## config.mk

```make
export PLATFORM = sky130hd
export DESIGN_NAME = pc_gen
export DESIGN_NICKNAME = d
export VERILOG_FILES = /design/src/rtl/pc_gen.sv
export SDC_FILE = /design/constraint.sdc
export NUM_CORES = 1
export LEC_CHECK = 0
export CAP_MARGIN = 30
export CORE_MARGIN = 1.5
export CORE_UTILIZATION = 53
export CTS_CLUSTER_DIAMETER = 40
export DETAILED_ROUTE_END_ITERATION = 12
export GPL_TIMING_DRIVEN = 0
export PLACE_DENSITY_LB_ADDON = 0.05
export SKIP_LAST_GASP = 1
export SYNTH_ARGS = -nofsm -noshare
export SYNTH_HDL_FRONTEND = slang
export SYNTH_SLANG_ARGS = --single-unit
```

## constraint.sdc

```tcl
create_clock -name clk -period 5.1 [get_ports clk]
set_input_delay 0.765 -clock clk [delete_from_list [all_inputs] [get_ports clk]]
set_output_delay 0.765 -clock clk [all_outputs]
set_load 0.005 [all_outputs]
```

## src/rtl/pc_gen.sv

```systemverilog
// -----------------------------------------------------------------------------
// pc_gen -- program-counter generator for the RISC-V fetch stage.
//
// Chooses the next PC each cycle from the sequential, branch, indirect-jump,
// return and trap sources. Includes a stall enable, a 4-byte alignment check on
// the computed target, and a circular return-address stack (RAS) used to
// predict function returns.
//
// Ports:
//   clk        system clock, rising-edge active
//   rst_n      asynchronous active-low reset
//   en         advance enable (0 = stall); a trap is taken regardless
//   sel        next-PC source: 000 seq, 001 branch, 010 jalr, 011 ret, 1xx hold
//   trap       trap request, highest priority
//   trap_vec   trap handler address (low two bits forced to zero)
//   pc_ex      PC of the instruction in EX (branch base)
//   imm        sign-extended immediate
//   rs1        rs1 operand (jalr base)
//   ras_push   push push_addr onto the RAS
//   push_addr  return address to push
//   pc         registered current PC
//   misalign   one-cycle pulse: the last computed target was not 4-byte aligned
//   ras_top    current RAS top entry, 0 when the RAS is empty
//   ras_empty  RAS holds no entries
//   ras_full   RAS holds RAS_DEPTH entries
// -----------------------------------------------------------------------------
module pc_gen #(
    parameter int unsigned          XLEN         = 32,
    parameter logic [XLEN-1:0]      RESET_VECTOR = '0,
    parameter int unsigned          RAS_DEPTH    = 4
) (
    input  logic            clk,
    input  logic            rst_n,
    input  logic            en,
    input  logic [2:0]      sel,
    input  logic            trap,
    input  logic [XLEN-1:0] trap_vec,
    input  logic [XLEN-1:0] pc_ex,
    input  logic [XLEN-1:0] imm,
    input  logic [XLEN-1:0] rs1,
    input  logic            ras_push,
    input  logic [XLEN-1:0] push_addr,
    output logic [XLEN-1:0] pc,
    output logic            misalign,
    output logic [XLEN-1:0] ras_top,
    output logic            ras_empty,
    output logic            ras_full
);

    localparam int unsigned PTR_W = (RAS_DEPTH > 1) ? $clog2(RAS_DEPTH) : 1;
    localparam int unsigned CNT_W = PTR_W + 1;

    // Registered state
    logic [XLEN-1:0]  pc_reg,       pc_next;
    logic             misalign_reg, misalign_next;
    logic [PTR_W-1:0] top_reg,      top_next;
    logic [CNT_W-1:0] count_reg,    count_next;

    // RAS storage; only entries covered by count_reg are ever observed, so the
    // array itself needs no reset.
    logic [XLEN-1:0]  ras_mem [RAS_DEPTH];

    // RAS write port
    logic             wr_en;
    logic [PTR_W-1:0] wr_idx;

    // Target formation
    logic [XLEN-1:0]  target;
    logic [XLEN-1:0]  jalr_target;
    logic             has_target;
    logic             do_pop;

    // -------------------------------------------------------------------------
    // RAS status
    // -------------------------------------------------------------------------
    assign ras_empty = (count_reg == '0);
    assign ras_full  = (count_reg == CNT_W'(RAS_DEPTH));
    assign ras_top   = ras_empty ? '0 : ras_mem[top_reg];

    assign pc        = pc_reg;
    assign misalign  = misalign_reg;

    assign jalr_target = (rs1 + imm) & ~XLEN'(1);

    // -------------------------------------------------------------------------
    // Next-state logic
    // -------------------------------------------------------------------------
    always_comb begin
        pc_next       = pc_reg;
        misalign_next = 1'b0;
        top_next      = top_reg;
        count_next    = count_reg;
        wr_en         = 1'b0;
        wr_idx        = top_reg;
        target        = pc_reg + XLEN'(4);
        has_target    = 1'b0;
        do_pop        = 1'b0;

        if (trap) begin
            // Trap vector is forced word-aligned, so no alignment check applies.
            pc_next = trap_vec & ~XLEN'(3);
        end else if (en) begin
            case (sel)
                3'b000: begin
                    target     = pc_reg + XLEN'(4);
                    has_target = 1'b1;
                end
                3'b001: begin
                    target     = pc_ex + imm;
                    has_target = 1'b1;
                end
                3'b010: begin
                    target     = jalr_target;
                    has_target = 1'b1;
                end
                3'b011: begin
                    // Predicted return when the stack has an entry; otherwise
                    // fall back to the architectural jalr target.
                    has_target = 1'b1;
                    if (!ras_empty) begin
                        target = ras_mem[top_reg];
                        do_pop = 1'b1;
                    end else begin
                        target = jalr_target;
                    end
                end
                default: begin
                    has_target = 1'b0;
                end
            endcase

            if (has_target && (target[1:0] != 2'b00)) begin
                // Misaligned target: hold pc and suppress all RAS activity.
                misalign_next = 1'b1;
            end else begin
                if (has_target) begin
                    pc_next = target;
                end
                if (do_pop && ras_push) begin
                    // Return followed immediately by a call: swap the top entry.
                    wr_en  = 1'b1;
                    wr_idx = top_reg;
                end else if (do_pop) begin
                    top_next   = top_reg - PTR_W'(1);
                    count_next = count_reg - CNT_W'(1);
                end else if (ras_push) begin
                    // When full, top+1 is the oldest entry, which gets overwritten.
                    wr_en    = 1'b1;
                    wr_idx   = top_reg + PTR_W'(1);
                    top_next = top_reg + PTR_W'(1);
                    if (!ras_full) begin
                        count_next = count_reg + CNT_W'(1);
                    end
                end
            end
        end
    end

    // -------------------------------------------------------------------------
    // State registers
    // -------------------------------------------------------------------------
    always_ff @(posedge clk or negedge rst_n) begin
        if (!rst_n) begin
            pc_reg       <= RESET_VECTOR;
            misalign_reg <= 1'b0;
            top_reg      <= '0;
            count_reg    <= '0;
        end else begin
            pc_reg       <= pc_next;
            misalign_reg <= misalign_next;
            top_reg      <= top_next;
            count_reg    <= count_next;
        end
    end

    always_ff @(posedge clk) begin
        if (wr_en) begin
            ras_mem[wr_idx] <= push_addr;
        end
    end

endmodule

```

### After elaboration in Yosys (flattened, before gate mapping)

Memory sizes are Yosys's and may differ from the RTL's.
Cells that the tools add are included.

| cells by class | value |
|---|---|
| eq/ne operators | 6 |
| magnitude comparators | 0 |
| multiplexer cells | 37 |
| div/mod/pow operators | 0 |
| $add $sub $neg | 7 |
| multiply operators | 0 |
| shift operators | 0 |
| bitwise logic cells | 3 |
| reductions and logical operators | 12 |

Operators by type and width:

| kind | count |
|---|---|
| $mux W32 | 8 |
| $pmux W32 S3 | 1 |
| $add A32 B32 Y32 | 2 |
| $add A32 B3 Y32 const B | 1 |
| $mux W1 | 18 |
| $mux W2 | 7 |
| $mux W3 | 3 |
| $reduce_bool A2 Y1 | 4 |
| $eq A3 B2 Y1 const B | 2 |
| $logic_not A3 Y1 | 2 |
| $reduce_and A6 Y1 | 1 |
| $reduce_and A4 Y1 | 1 |
| $reduce_or A4 Y1 | 1 |
| $add A3 B1 Y3 const B | 1 |
| $eq A3 B1 Y1 const B | 1 |
| $eq A3 B3 Y1 const B | 1 |
| $not A1 Y1 | 3 |
| $reduce_and A3 Y1 | 1 |
| $sub A3 B1 Y3 const B | 1 |
| $add A2 B1 Y2 const B | 1 |
| $logic_and A1 B1 Y1 | 2 |
| $ne A2 B1 Y1 const B | 1 |
| $ne A2 B2 Y1 const B | 1 |
| $sub A2 B1 Y2 const B | 1 |

| storage, ports and cells | value |
|---|---|
| memories kept | 1 |
| bits in read-only memories | 0 |
| output and inout bits | 67 |
| bits in latches | 0 |
| register bits | 38 |
| word-level logic and storage cells | 70 |
| memory bits (writable) | 128 |

Memories:

| memory | depth | bits a word | rd ports | clocked after memory_dff | write ports | RTL line | source |
|---|---|---|---|---|---|---|---|
| ras_mem | 4 | 32 | 1 | 0 | 1 | 61 | `logic [XLEN-1:0] ras_mem [RAS_DEPTH];` |

### Longest topological paths before layout

| logic depth | value |
|---|---|
| depth after elaboration | 12 |
| gate-level depth with buffers | 13 |
| mapped depth without buffers | 11 |

### Worst setup path before layout

No wires, ideal clock.

| timing | value |
|---|---|
| path kind | input -> register |
| from | input port pc_ex[0] |
| to | memory ras_mem[1][0] (enable) |
| buffers on the path | 0 |
| stages on the path | 9 |
| setup slack | 0.681 ns |
| data arrival time | 3.998 ns |
| path through | ha_1 fa_1 o311ai_1 o21ai_1 o32ai_2 o211a_1 nand2_1 or3_1 nor2_1 |

| on the way | value |
|---|---|
| longest elaborated chain between the ends | 11 |
| elaborated cells on any way between the ends | 14 |

RTL lines:

| item | RTL line | source |
|---|---|---|
| start, declared | 38 | `input logic [XLEN-1:0] pc_ex,` |
| $add A32 B32 Y32 * | 109 | `target = pc_ex + imm;` |
| $pmux W32 S3 * | 103 | `case (sel)` |
| $mux W32 * | 102 | `end else if (en) begin` |
| $mux W32 * | 99 | `if (trap) begin` |
| $reduce_bool A2 Y1 * | 132 | `if (has_target && (target[1:0] != 2'b00)) begin` |
| $logic_and A1 B1 Y1 * | 132 |  |
| $mux W1 | 132 |  |
| $mux W1 | 102 |  |
| $mux W1 | 99 |  |
| $mux W1 | 177 | `if (wr_en) begin` |
| $mux W1 (not written as such) | 178 | `ras_mem[wr_idx] <= push_addr;` |
| end, declared | 61 |  |

Mark *: on every way between the ends. The rest lies on a longest branch, timed or not. The select of a mux whose other input is x is not followed.

### Final worst setup path

| timing | value |
|---|---|
| from | input port imm[0] |
| to | memory ras_mem[3][7] (enable) |

| on the way | value |
|---|---|
| longest elaborated chain between the ends | 12 |
| elaborated cells on any way between the ends | 16 |

RTL lines:

| item | RTL line | source |
|---|---|---|
| start, declared | 39 | `input logic [XLEN-1:0] imm,` |
| $add A32 B32 Y32 | 83 | `assign jalr_target = (rs1 + imm) & ~XLEN'(1);` |
| $mux W32 | 120 | `if (!ras_empty) begin` |
| $pmux W32 S3 * | 103 |  |
| $mux W32 * | 102 |  |
| $mux W32 * | 99 |  |
| $reduce_bool A2 Y1 * | 132 |  |
| $logic_and A1 B1 Y1 * | 132 |  |
| $mux W1 | 132 |  |
| $mux W1 | 102 |  |
| $mux W1 | 99 |  |
| $mux W1 | 177 |  |
| $mux W1 (not written as such) | 178 |  |

Marks and branches as above.

==> flow_summary.yaml <==
pwr:
  p_leak_nw: 5.43
  irDropWorstVdd_v: 0.000385
  p_per_area_mw_per_mm2: 352
yosys:
  ys_top_cells_by_area: "edfxtp_1 (34%), dfrtp_1 (8.4%), ha_1 (6.9%)"
  syn_area_mm2: 0.0113
  synthArstFlopShare_pct: 22.9
  syn_inst: 1098
  synth_fp_nets: 1331
  synth.largest_area_cell: "edfxtp_1"
  seq_area_frac_synth_pct: 42.5
  synth_enable_flop_cells: 128
  yosysWarnings: 0
  avgSynthCellArea_um2: 10.3
  ys_ff_latch: 166
  ys_types: 81
  synth_ff_type: "edfxtp_1"
  synthDominantCellAreaShare_pct: 34.1
layout:
  fin_nets: 1586
  final_layout_size_suffix_gt1_share_pct: 7.98
  fill_cells: 1585
  final_util_pct: 70.1
  antenna-diode-count: 0
  areaGrowthSynthToFinish_pct: 30.1
  largest_reg_flops: 128
critical_path:
  slowest_stage: "o311ai_1"
  startpoint_type: "primary input"
  crit_path_max_fanout: 20
  crit_chain: "clkdlybuf4s50_1, ha_1, fa_1, o311ai_1, o21ai_1, o32ai_2, o211a_1, nand2_1, or3_1, nor2_4, buf_16"
  r2r_setup_slack_ns: 1.61
  critPathTopFamily: "compound AO/OA/AOI/OAI gates"
  cp-end-kind: "flip-flop"
  path_class: "in2reg"
  critical_path.endpoint: "ras_mem[3][7]"
  startpoint: "imm[0]"
  arrival_ns: 4.59
  cp.depth: 11
  ff2ff_path_depth: 12
  crit_path_max_incr_delay_ns: 0.56
  worstPathBufferInverterCount: 2
  timing.rr.end: "ras_mem[3][7]"
  r2r-start: "count_reg[1]"
  critPathRequiredTime_ns: 5.25
run:
  drv_cap: 0
die:
  fp.dieW_um: 149
  io_pins: 235
  core.rowCount: 53
  start_util_pct: 53.8
  die_h_um: 149
  die-area_mm2: 0.0222
  core_mm2: 0.0210
clock_network:
  cts_tree: "built"
  cts.root.buffer_cell: "clkbuf_16"
  clock-sinks: 166
  post_cts_buffers: 0
  clock_latency_ns: 0.44
  clk_pin_slew_worst_paths_ns: 0.07
  cts_hold_buf: 0
  cts_inserted_buffers: 17
  ctsResizeCount: 0
  htreeDepth: 4
  cts_buffer_depth: 2
timing:
  period_minus_slack_ns: 4.44
  final_max_slew_viol_count: 0
  min_period_over_period_pct: 87.1
  max_slew_margin_pct: 49.5
  hold_viol: 0
  rsz0062_at_grt: "false"
  setup_viol: 0
  tightestPinTransition_ns: 0.751
  max_freq_ghz: 0.225
  final.setup_skew_ns: 0.0128
  hold_slack_ns: 0.127
placed_design:
  place_congestion: 0.941
  dp_hpwl_um: 29300
  io_buffers: 230
route:
  postRouteAntennaNets: 0
  routed_wl_um: 37400
  detail_route.wl_per_cell_um: 22.8
  vias_per_cell: 6.26
  post-route-drc-count: 0
  vias: 10300
  drtIter0Drc: 905
  firstDrtPassIters: 6
hold_path:
  worstHoldPathType: "in2async"
global_routing:
  globalRouteOverflowTotal: 0
  grt_max_degree: 37
  antenna_found_initial: 0
  grt_pass1_wl_um: 56400
  track_usage_pct: 34.0
  grt_pass1_vias: 9835
run_status:
  outcome: "finished clean"
layout by cell type (no fill, tap or decap), types with 18 or more instances in the layout:
| cell type | Yosys | routed |
|---|---|---|
| ha_1 | 62 | 62 |
| nand3_1 | 28 | 28 |
| a21oi_1 | 75 | 74 |
| edfxtp_1 | 128 | 128 |
| mux4_2 | 31 | 31 |
| xor2_1 | 29 | 29 |
| clkdlybuf4s50_1 | 0 | 229 |
| a211oi_1 | 18 | 18 |
| nor3_1 | 26 | 26 |
| o21ai_0 | 70 | 70 |
| dfrtp_1 | 38 | 38 |
| a21o_1 | 28 | 28 |
| nor2_1 | 57 | 54 |
| nand2_1 | 113 | 113 |
| clkbuf_1 | 40 | 40 |
| inv_1 | 18 | 18 |
| and2_1 | 40 | 40 |
| xnor2_1 | 39 | 39 |
| o211ai_1 | 20 | 20 |
final cells by class:
cell class,instances,area [um2],area share (%)
clock buffers,17,425,2.90
clock inverters,15,173,1.18
repair buffers,236,2420,16.5
well taps,275,344,2.34
flip-flops and latches,166,4790,32.7
multi-input cells,856,6200,42.2
plain buffers,56,239,1.63
inverters,20,81.3,0.554
per-stage QoR:
step                      TNS, ns  cells  worst slack [ns]  area [um2]  power (mW)
after floorplan                 0   1098             0.681       11300        2.81
after global placement    -137.76   1603             -1.20       13900        3.83
after detailed placement        0   1609             0.254       14100        3.88
after CTS                       0   1641             0.674       14700        5.17
after global routing            0   1641             0.433       14700        5.39
final                           0   1641             0.658       14700        5.18
per-layer routing:
| metal | GRT usage, % | up-vias | wire length (um) |
|---|---|---|---|
| met1 | 47.2 | 4927 | 15700 |
| met3 | 4.74 | 72 | 3250 |
| met4 | 13.6 | 0 | 1210 |
| met2 | 53.9 | 539 | 17200 |
| met5 | 0 | - | 0 |
| li1 | - | 4729 | - |
synth_stat cells, drive strengths merged, types with 4 or more instances:
cell type / instances
edfxtp: 128
nand2: 113
o21ai: 88
a21oi: 76
ha: 62
nor2: 57
and2: 40
clkbuf: 40
xnor2: 39
dfrtp: 38
mux4: 31
xor2: 29
a21o: 28
nand3: 28
nor3: 26
o211ai: 21
a211oi: 18
inv: 18
nand4: 17
buf: 16
and3: 13
nand2b: 13
a22oi: 12
a31oi: 12
or3: 11
a221oi: 10
o22ai: 8
mux2i: 6
o21a: 6
or2: 6
and4: 5
nor2b: 5
a211o: 4
nor4: 4
o2111ai: 4
o21bai: 4
o221ai: 4
o31ai: 4
worst min-delay path by stage:
stage,endpoint,cells after the start
finish,pc[31],1
global route,pc[31],1
CTS,pc[31],1
detailed placement,count_reg[1],2
global placement,count_reg[2],1
floorplan,count_reg[2],1
worst reg2reg max path: stages (launching register included):
cell and delay, ns:
dfrtp_1 0.40, or3_1 0.36, buf_2 0.18, clkinv_4 0.10
nor2_1 0.08, clkinv_2 0.12, o21ai_1 0.10, o32ai_2 0.27
o211a_1 0.26, nand2_1 0.16, or3_1 0.50, nor2_4 0.43
buf_16 0.23
report_power, final:
group | switching [mW] | internal, mW | total [mW]
combinational | 1.15 | 1.10 | 2.25
clock | 0.617 | 0.664 | 1.28
sequential | 0.0835 | 1.56 | 1.64
total | 1.85 | 3.32 | 5.18
kinds of logic after synthesis:
group	after synthesis	share of synthesized area [%]
AND/OR/NAND/NOR	350	15.4
buffers and inverters	76	2.84
adder cells (fa/ha/maj)	65	7.41
flip-flops	166	42.5
AO/OA/AOI/OAI	335	19.8
XOR/XNOR	68	5.28
multiplexers	38	6.82
Power figures use the tool's default switching activity.
